`config.mk`:
```
export PLATFORM = sky130hd
export DESIGN_NAME = ramdp_arbiter
export DESIGN_NICKNAME = d
export VERILOG_FILES = /design/src/rtl/ramdp_arbiter.sv
export SDC_FILE = /design/constraint.sdc
export NUM_CORES = 1
export LEC_CHECK = 0
export CAP_MARGIN = 25
export CORE_ASPECT_RATIO = 2
export CORE_MARGIN = 2
export CORE_UTILIZATION = 39
export CTS_BUF_LIST = sky130_fd_sc_hd__clkbuf_8
export DETAILED_ROUTE_END_ITERATION = 10
export PLACE_DENSITY_LB_ADDON = 0.15
export SYNTH_ARGS = -nofsm -noshare
export SYNTH_HDL_FRONTEND = slang
export SYNTH_SLANG_ARGS = --single-unit
```
`constraint.sdc`:
```
create_clock -name clock -period 1.8 [get_ports clock]
set_clock_uncertainty 0.05 [all_clocks]
set_input_delay 0.45 -clock clock [delete_from_list [all_inputs] [get_ports clock]]
set_output_delay 0.45 -clock clock [all_outputs]
set_load 0.01 [all_outputs]
```
`src/rtl/ramdp_arbiter.sv`:
```
// Two-requester arbiter in front of a dual-port RAM (port A read/write, port B read-only).
// Grants up to two accesses per cycle, routes read data back, and can zero-fill the RAM after reset.
module ramdp_arbiter #(
    parameter int AddrSize     = 8,
    parameter int DataSize     = 8,
    parameter bit ClearOnReset = 1'b1
) (
    input  logic                clock,
    input  logic                reset,
    output logic                busy,
    input  logic                req0,
    input  logic                we0,
    input  logic [AddrSize-1:0] addr0_i,
    input  logic [DataSize-1:0] wdata0,
    output logic                ack0,
    output logic                rvalid0,
    output logic [DataSize-1:0] rdata0,
    input  logic                req1,
    input  logic                we1,
    input  logic [AddrSize-1:0] addr1_i,
    input  logic [DataSize-1:0] wdata1,
    output logic                ack1,
    output logic                rvalid1,
    output logic [DataSize-1:0] rdata1,
    output logic                ram_we,
    output logic [AddrSize-1:0] ram_addr0,
    output logic [AddrSize-1:0] ram_addr1,
    output logic [DataSize-1:0] ram_data_i,
    input  logic [DataSize-1:0] ram_data_o0,
    input  logic [DataSize-1:0] ram_data_o1
);

    typedef enum logic {S_CLEAR, S_RUN} state_t;

    localparam state_t              ResetState = ClearOnReset ? S_CLEAR : S_RUN;
    localparam logic [AddrSize-1:0] LastAddr   = '1;

    state_t                state_q, state_d;
    logic [AddrSize-1:0]   clr_cnt_q;
    logic                  prio_q;
    logic                  conflict;
    logic                  rvalid0_q, rvalid1_q;
    // Port-select per requester: 0 = read was issued on port A, 1 = on port B.
    logic                  rsel0_q, rsel1_q;
    logic                  sel0_d, sel1_d;

    // NOTE: every combinational output gets a default first so no path infers a latch.
    always_comb begin
        state_d    = state_q;
        ack0       = 1'b0;
        ack1       = 1'b0;
        ram_we     = 1'b0;
        ram_addr0  = '0;
        ram_addr1  = '0;
        ram_data_i = '0;
        sel0_d     = 1'b0;
        sel1_d     = 1'b0;
        conflict   = 1'b0;
        case (state_q)
            S_CLEAR: begin
                ram_we    = 1'b1;
                ram_addr0 = clr_cnt_q;
                if (clr_cnt_q == LastAddr) state_d = S_RUN;
            end
            S_RUN: begin
                if (req0 && req1) begin
                    if (we0 && we1) begin
                        conflict = 1'b1;
                        ram_we   = 1'b1;
                        if (prio_q) begin
                            ack1       = 1'b1;
                            ram_addr0  = addr1_i;
                            ram_data_i = wdata1;
                        end else begin
                            ack0       = 1'b1;
                            ram_addr0  = addr0_i;
                            ram_data_i = wdata0;
                        end
                    end else if (we1) begin
                        // Requester 1 writes on port A; requester 0 reads on port B.
                        ack0       = 1'b1;
                        ack1       = 1'b1;
                        ram_we     = 1'b1;
                        ram_addr0  = addr1_i;
                        ram_data_i = wdata1;
                        ram_addr1  = addr0_i;
                        sel0_d     = 1'b1;
                    end else begin
                        ack0       = 1'b1;
                        ack1       = 1'b1;
                        ram_we     = we0;
                        ram_addr0  = addr0_i;
                        ram_data_i = we0 ? wdata0 : '0;
                        ram_addr1  = addr1_i;
                        sel1_d     = 1'b1;
                    end
                end else if (req0) begin
                    ack0       = 1'b1;
                    ram_we     = we0;
                    ram_addr0  = addr0_i;
                    ram_data_i = we0 ? wdata0 : '0;
                end else if (req1) begin
                    ack1       = 1'b1;
                    ram_we     = we1;
                    ram_addr0  = addr1_i;
                    ram_data_i = we1 ? wdata1 : '0;
                end
            end
            default: state_d = ResetState;
        endcase
    end

    // NOTE: sequential state uses non-blocking assignments so all flops update together.
    always_ff @(posedge clock or negedge reset) begin
        if (!reset) begin
            state_q   <= ResetState;
            clr_cnt_q <= '0;
            prio_q    <= 1'b0;
            rvalid0_q <= 1'b0;
            rvalid1_q <= 1'b0;
            rsel0_q   <= 1'b0;
            rsel1_q   <= 1'b0;
        end else begin
            state_q <= state_d;
            if (state_q == S_CLEAR) clr_cnt_q <= clr_cnt_q + 1'b1;
            if (conflict) prio_q <= ~prio_q;
            rvalid0_q <= ack0 & ~we0;
            rvalid1_q <= ack1 & ~we1;
            rsel0_q   <= sel0_d;
            rsel1_q   <= sel1_d;
        end
    end

    assign busy    = (state_q == S_CLEAR);
    assign rvalid0 = rvalid0_q;
    assign rvalid1 = rvalid1_q;
    assign rdata0  = rsel0_q ? ram_data_o1 : ram_data_o0;
    assign rdata1  = rsel1_q ? ram_data_o1 : ram_data_o0;

endmodule

```
==> flow_summary.rst, run 1 <==
.. list-table::
   :header-rows: 1

   * - Metric
     - Value
   * - Number of antenna repair diodes
     - 0
   * - Final Net Count
     - 422
   * - Status
     - complete, but fails checks
   * - Max-capacitance violation count
     - 0
   * - Detailed-route vias per instance
     - 5.616
   * - Sequential cell area fraction in the yosys report
     - 20.97%
   * - Final Cycle Share
     - 112.6%
   * - Area Overhead vs Synth
     - 84.34%
   * - Via count of the first global-routing pass
     - 2271
   * - Number of cell instances on the worst register-to-register path
     - 7
   * - Required @ worst endpoint
     - 1.30 ns
   * - Share of flip-flops with an asynchronous set or reset
     - 100.0%
   * - Setup repair after global routing missed its margin
     - true
   * - Leakage power
     - 1.545 nW
   * - Fmax
     - 493.5 MHz
   * - Post-DP HPWL
     - 4669 um
   * - Critical register-to-register path startpoint
     - state_q
   * - Number of hold-slack violations in the final timing report
     - 0
   * - Nature of the critical path startpoint
     - register
   * - Row Count
     - 33
   * - Crit. End Element
     - primary output
   * - Endpoint of the lowest-slack register-to-register path
     - clr_cnt_q[5]
   * - Worst setup path category
     - reg -> out
   * - Clock-pin slew of the registers on the worst-case setup and hold paths
     - 0.05 ns
   * - Synth Area per Inst
     - 7.138 um2
   * - #FFs+latches synth
     - 14
   * - Number of routed nets with antenna violations
     - 0
   * - First drt pass iteration count
     - 5
   * - Detail-routed net length per standard cell
     - 16.97 um
   * - Netlist area before placement
     - 1670 um2
   * - Launch point of the worst hold path
     - clr_cnt_q[5]
   * - Global-route usage over all layers
     - 28.37%
   * - Height of the die
     - 96.55 um
   * - Area inside the core boundary
     - 4088 um2
   * - Clk root buf
     - sky130_fd_sc_hd__clkbuf_8
   * - Worst-margin pin slew
     - 0.2901 ns
   * - Worst-case clock buffer depth
     - 2
   * - Weighted congestion reported at the end of routability-driven placement
     - 0.8268
   * - Violated checks
     - negative setup slack
   * - Detailed Route WL
     - 7077 um
   * - Die boundary width
     - 50.28 um
   * - Number of distinct library cells after synthesis
     - 37
   * - Antenna violations before repair
     - 0
   * - Total overflow reported by the global router
     - 0
   * - Post-route DRC
     - 0
   * - Maximum net fanout on the critical path
     - 5
   * - Post-Route Hold Slack
     - 0.4367 ns
   * - Clock network latency to the later pin of the worst-skew pair
     - 0.24 ns
   * - TritonCTS clock tree
     - done
   * - Most used flip-flop cell after synthesis
     - sky130_fd_sc_hd__dfrtp_1
   * - Initial core utilization
     - 40.86%
   * - Max-slew headroom at the worst pin
     - 80.57%
   * - Final max-slew violation count
     - 0
   * - Number of buffers created by CTS
     - 3
   * - Count of warnings emitted by yosys
     - 0
   * - Number of primary I/O pins
     - 100
   * - CP top delay family
     - compound AO/OA/AOI/OAI gates
   * - Register-to-register setup slack
     - 0.20 ns
   * - Worst-path cell chain
     - nand2b_4 > a31oi_2 > a2111oi_4 > buf_2
   * - Critical Path AT
     - 1.53 ns
   * - Number of buffers and inverters on the critical path
     - 1
   * - Cell depth of the worst min-delay path
     - 1
   * - Post-layout min period
     - 2.026 ns
   * - Stage delay of the slowest cell on the critical path
     - 0.39 ns
   * - Instance count of the mapped netlist
     - 234
   * - Endpoints failing setup
     - 18
   * - Drt initial violations
     - 70
   * - Total clock sinks
     - 14
   * - Share of layout cells above drive strength 1
     - 40.00%
   * - Overall die area
     - 4854 um2
   * - Maximum number of pins on one net before global-route repair
     - 15
   * - Filler instances
     - 301
   * - Number of enable flip-flop cells after synthesis
     - 0
   * - Total number of vias
     - 2342
   * - Maximum level of the CTS H-tree
     - 1
   * - Slowest cell on the critical path
     - sky130_fd_sc_hd__dfrtp_1
   * - Maximum resistive drop on vdd
     - 410.8 uV
   * - Count of buffers from port buffering
     - 99
   * - PnR worst setup slack
     - -0.2262 ns
   * - Total power density per cell area
     - 316.0 nW/um2
   * - Class of the most critical hold timing path
     - reg -> reg
   * - Number of nets in the synthesized netlist
     - 289
   * - Most frequent cells in the layout
     - 39 x sky130_fd_sc_hd__a21oi_1, 39 x sky130_fd_sc_hd__buf_2, 35 x sky130_fd_sc_hd__buf_4
   * - Worst hold path endpoint
     - clr_cnt_q[5]
   * - Aggregate negative setup slack
     - -2.674 ns
   * - First-pass GRT wire length
     - 10650 um
[cells in the mapped netlist (all sizes together), types with 2 or more instances]
| master | instances | area share [%] |
|---|---|---|
| clkbuf | 4 | 0.90 |
| a31oi | 17 | 6.4 |
| dfrtp | 14 | 21 |
| nor2 | 37 | 8.5 |
| xor2 | 3 | 1.6 |
| xnor2 | 5 | 2.6 |
| a21oi | 44 | 13 |
| nand3 | 5 | 1.8 |
| nand2 | 11 | 2.9 |
| nor3 | 13 | 3.9 |
| nor2b | 10 | 3.9 |
| and2 | 2 | 0.75 |
| inv | 8 | 1.8 |
| mux2i | 7 | 4.2 |
| buf | 17 | 6.4 |
| mux2 | 17 | 11 |
| o21ai | 8 | 2.4 |
[per-stage QoR]
stage               cell area (um2)  instances  setup slack [ns]  util [%]  power (mW)
finish                         3079        417           -0.2262     75.33      0.9731
global route                   3079        417           -0.3156     75.33       1.019
CTS                            2932        413           -0.2166     71.72      0.9542
detailed placement             2935        401            -1.102     71.81      0.7007
global placement               2935        401            -1.046     71.81      0.6945
floorplan                      1685        234          -0.02986         -      0.4746
[sequential cells by signal (all words and copies together) (netlist names)]
| register | count |
|---|---|
| clr_cnt_q | 8 |
| state_q | 1 |
| rvalid0 | 1 |
| rsel1_q | 1 |
| rvalid1 | 1 |
| rsel0_q | 1 |
| prio_q | 1 |
[worst max path at each step]
stage / start / end / depth (start not counted)
floorplan: we0 / ram_data_i[6] / 5
global placement: we1 / ram_data_i[6] / 7
finish: prio_q / ram_data_i[6] / 4
global route: prio_q / ram_data_i[6] / 4
CTS: we0 / ram_data_i[6] / 6
detailed placement: we0 / ram_data_i[6] / 6
[cell type report]
class	count	area, um2	area share (%)
Multi-Input combinational cell	192	1334	43.32
Sequential cell	14	350.3	11.38
Inverter	8	30.03	0.9752
Timing Repair Buffer	148	1259	40.88
Clock buffer	3	41.29	1.341
Tap cell	52	65.06	2.113
[repair_timing]
item / CTS / global route
pin swaps: 16 / 7
gates cloned: 3 / 1
resized for setup: 246 / 41
setup endpoints to repair: 44 / 38
setup buffers: 7 / 3
hold buffers: 0 / 0
[cell families after synthesis]
group	synth area share, %
AOI/OAI and AO/OA	25.54
xor gates and xnor gates	4.195
adders and majority gates	0.7489
buffers and inverters	9.063
DFF	20.97
muxes	15.66
and+or+nand+nor	23.82
[metal layers]
metal	global-route usage, %	wire length, um
met5	0	0
met4	15.05	329
met3	1.692	310
met2	55.37	3910
met1	29.20	2526
[where the power goes]
part | switching, mW | internal, mW
sequential | 0 | 0.315
combinational | 0.197 | 0.216
clock | 0.0981 | 0.147
Power figures use the tool's default switching activity.
==> run 2: changes to the inputs <==
--- a/config.mk
+++ b/config.mk
@@ -5,7 +5,7 @@
 export SDC_FILE = /design/constraint.sdc
 export NUM_CORES = 1
 export LEC_CHECK = 0
-export CAP_MARGIN = 25
+export CAP_MARGIN = 20
 export CORE_ASPECT_RATIO = 2
 export CORE_MARGIN = 2
 export CORE_UTILIZATION = 39
==> results of run 2 <==
Same layout as run 1: the final DEF is identical, and so are final timing and power.
==> run 3: changes to the inputs <==
--- a/config.mk
+++ b/config.mk
@@ -5,7 +5,6 @@
 export SDC_FILE = /design/constraint.sdc
 export NUM_CORES = 1
 export LEC_CHECK = 0
-export CAP_MARGIN = 20
 export CORE_ASPECT_RATIO = 2
 export CORE_MARGIN = 2
 export CORE_UTILIZATION = 39
==> results of run 3 <==
Same layout as run 1: the final DEF is identical, and so are final timing and power.
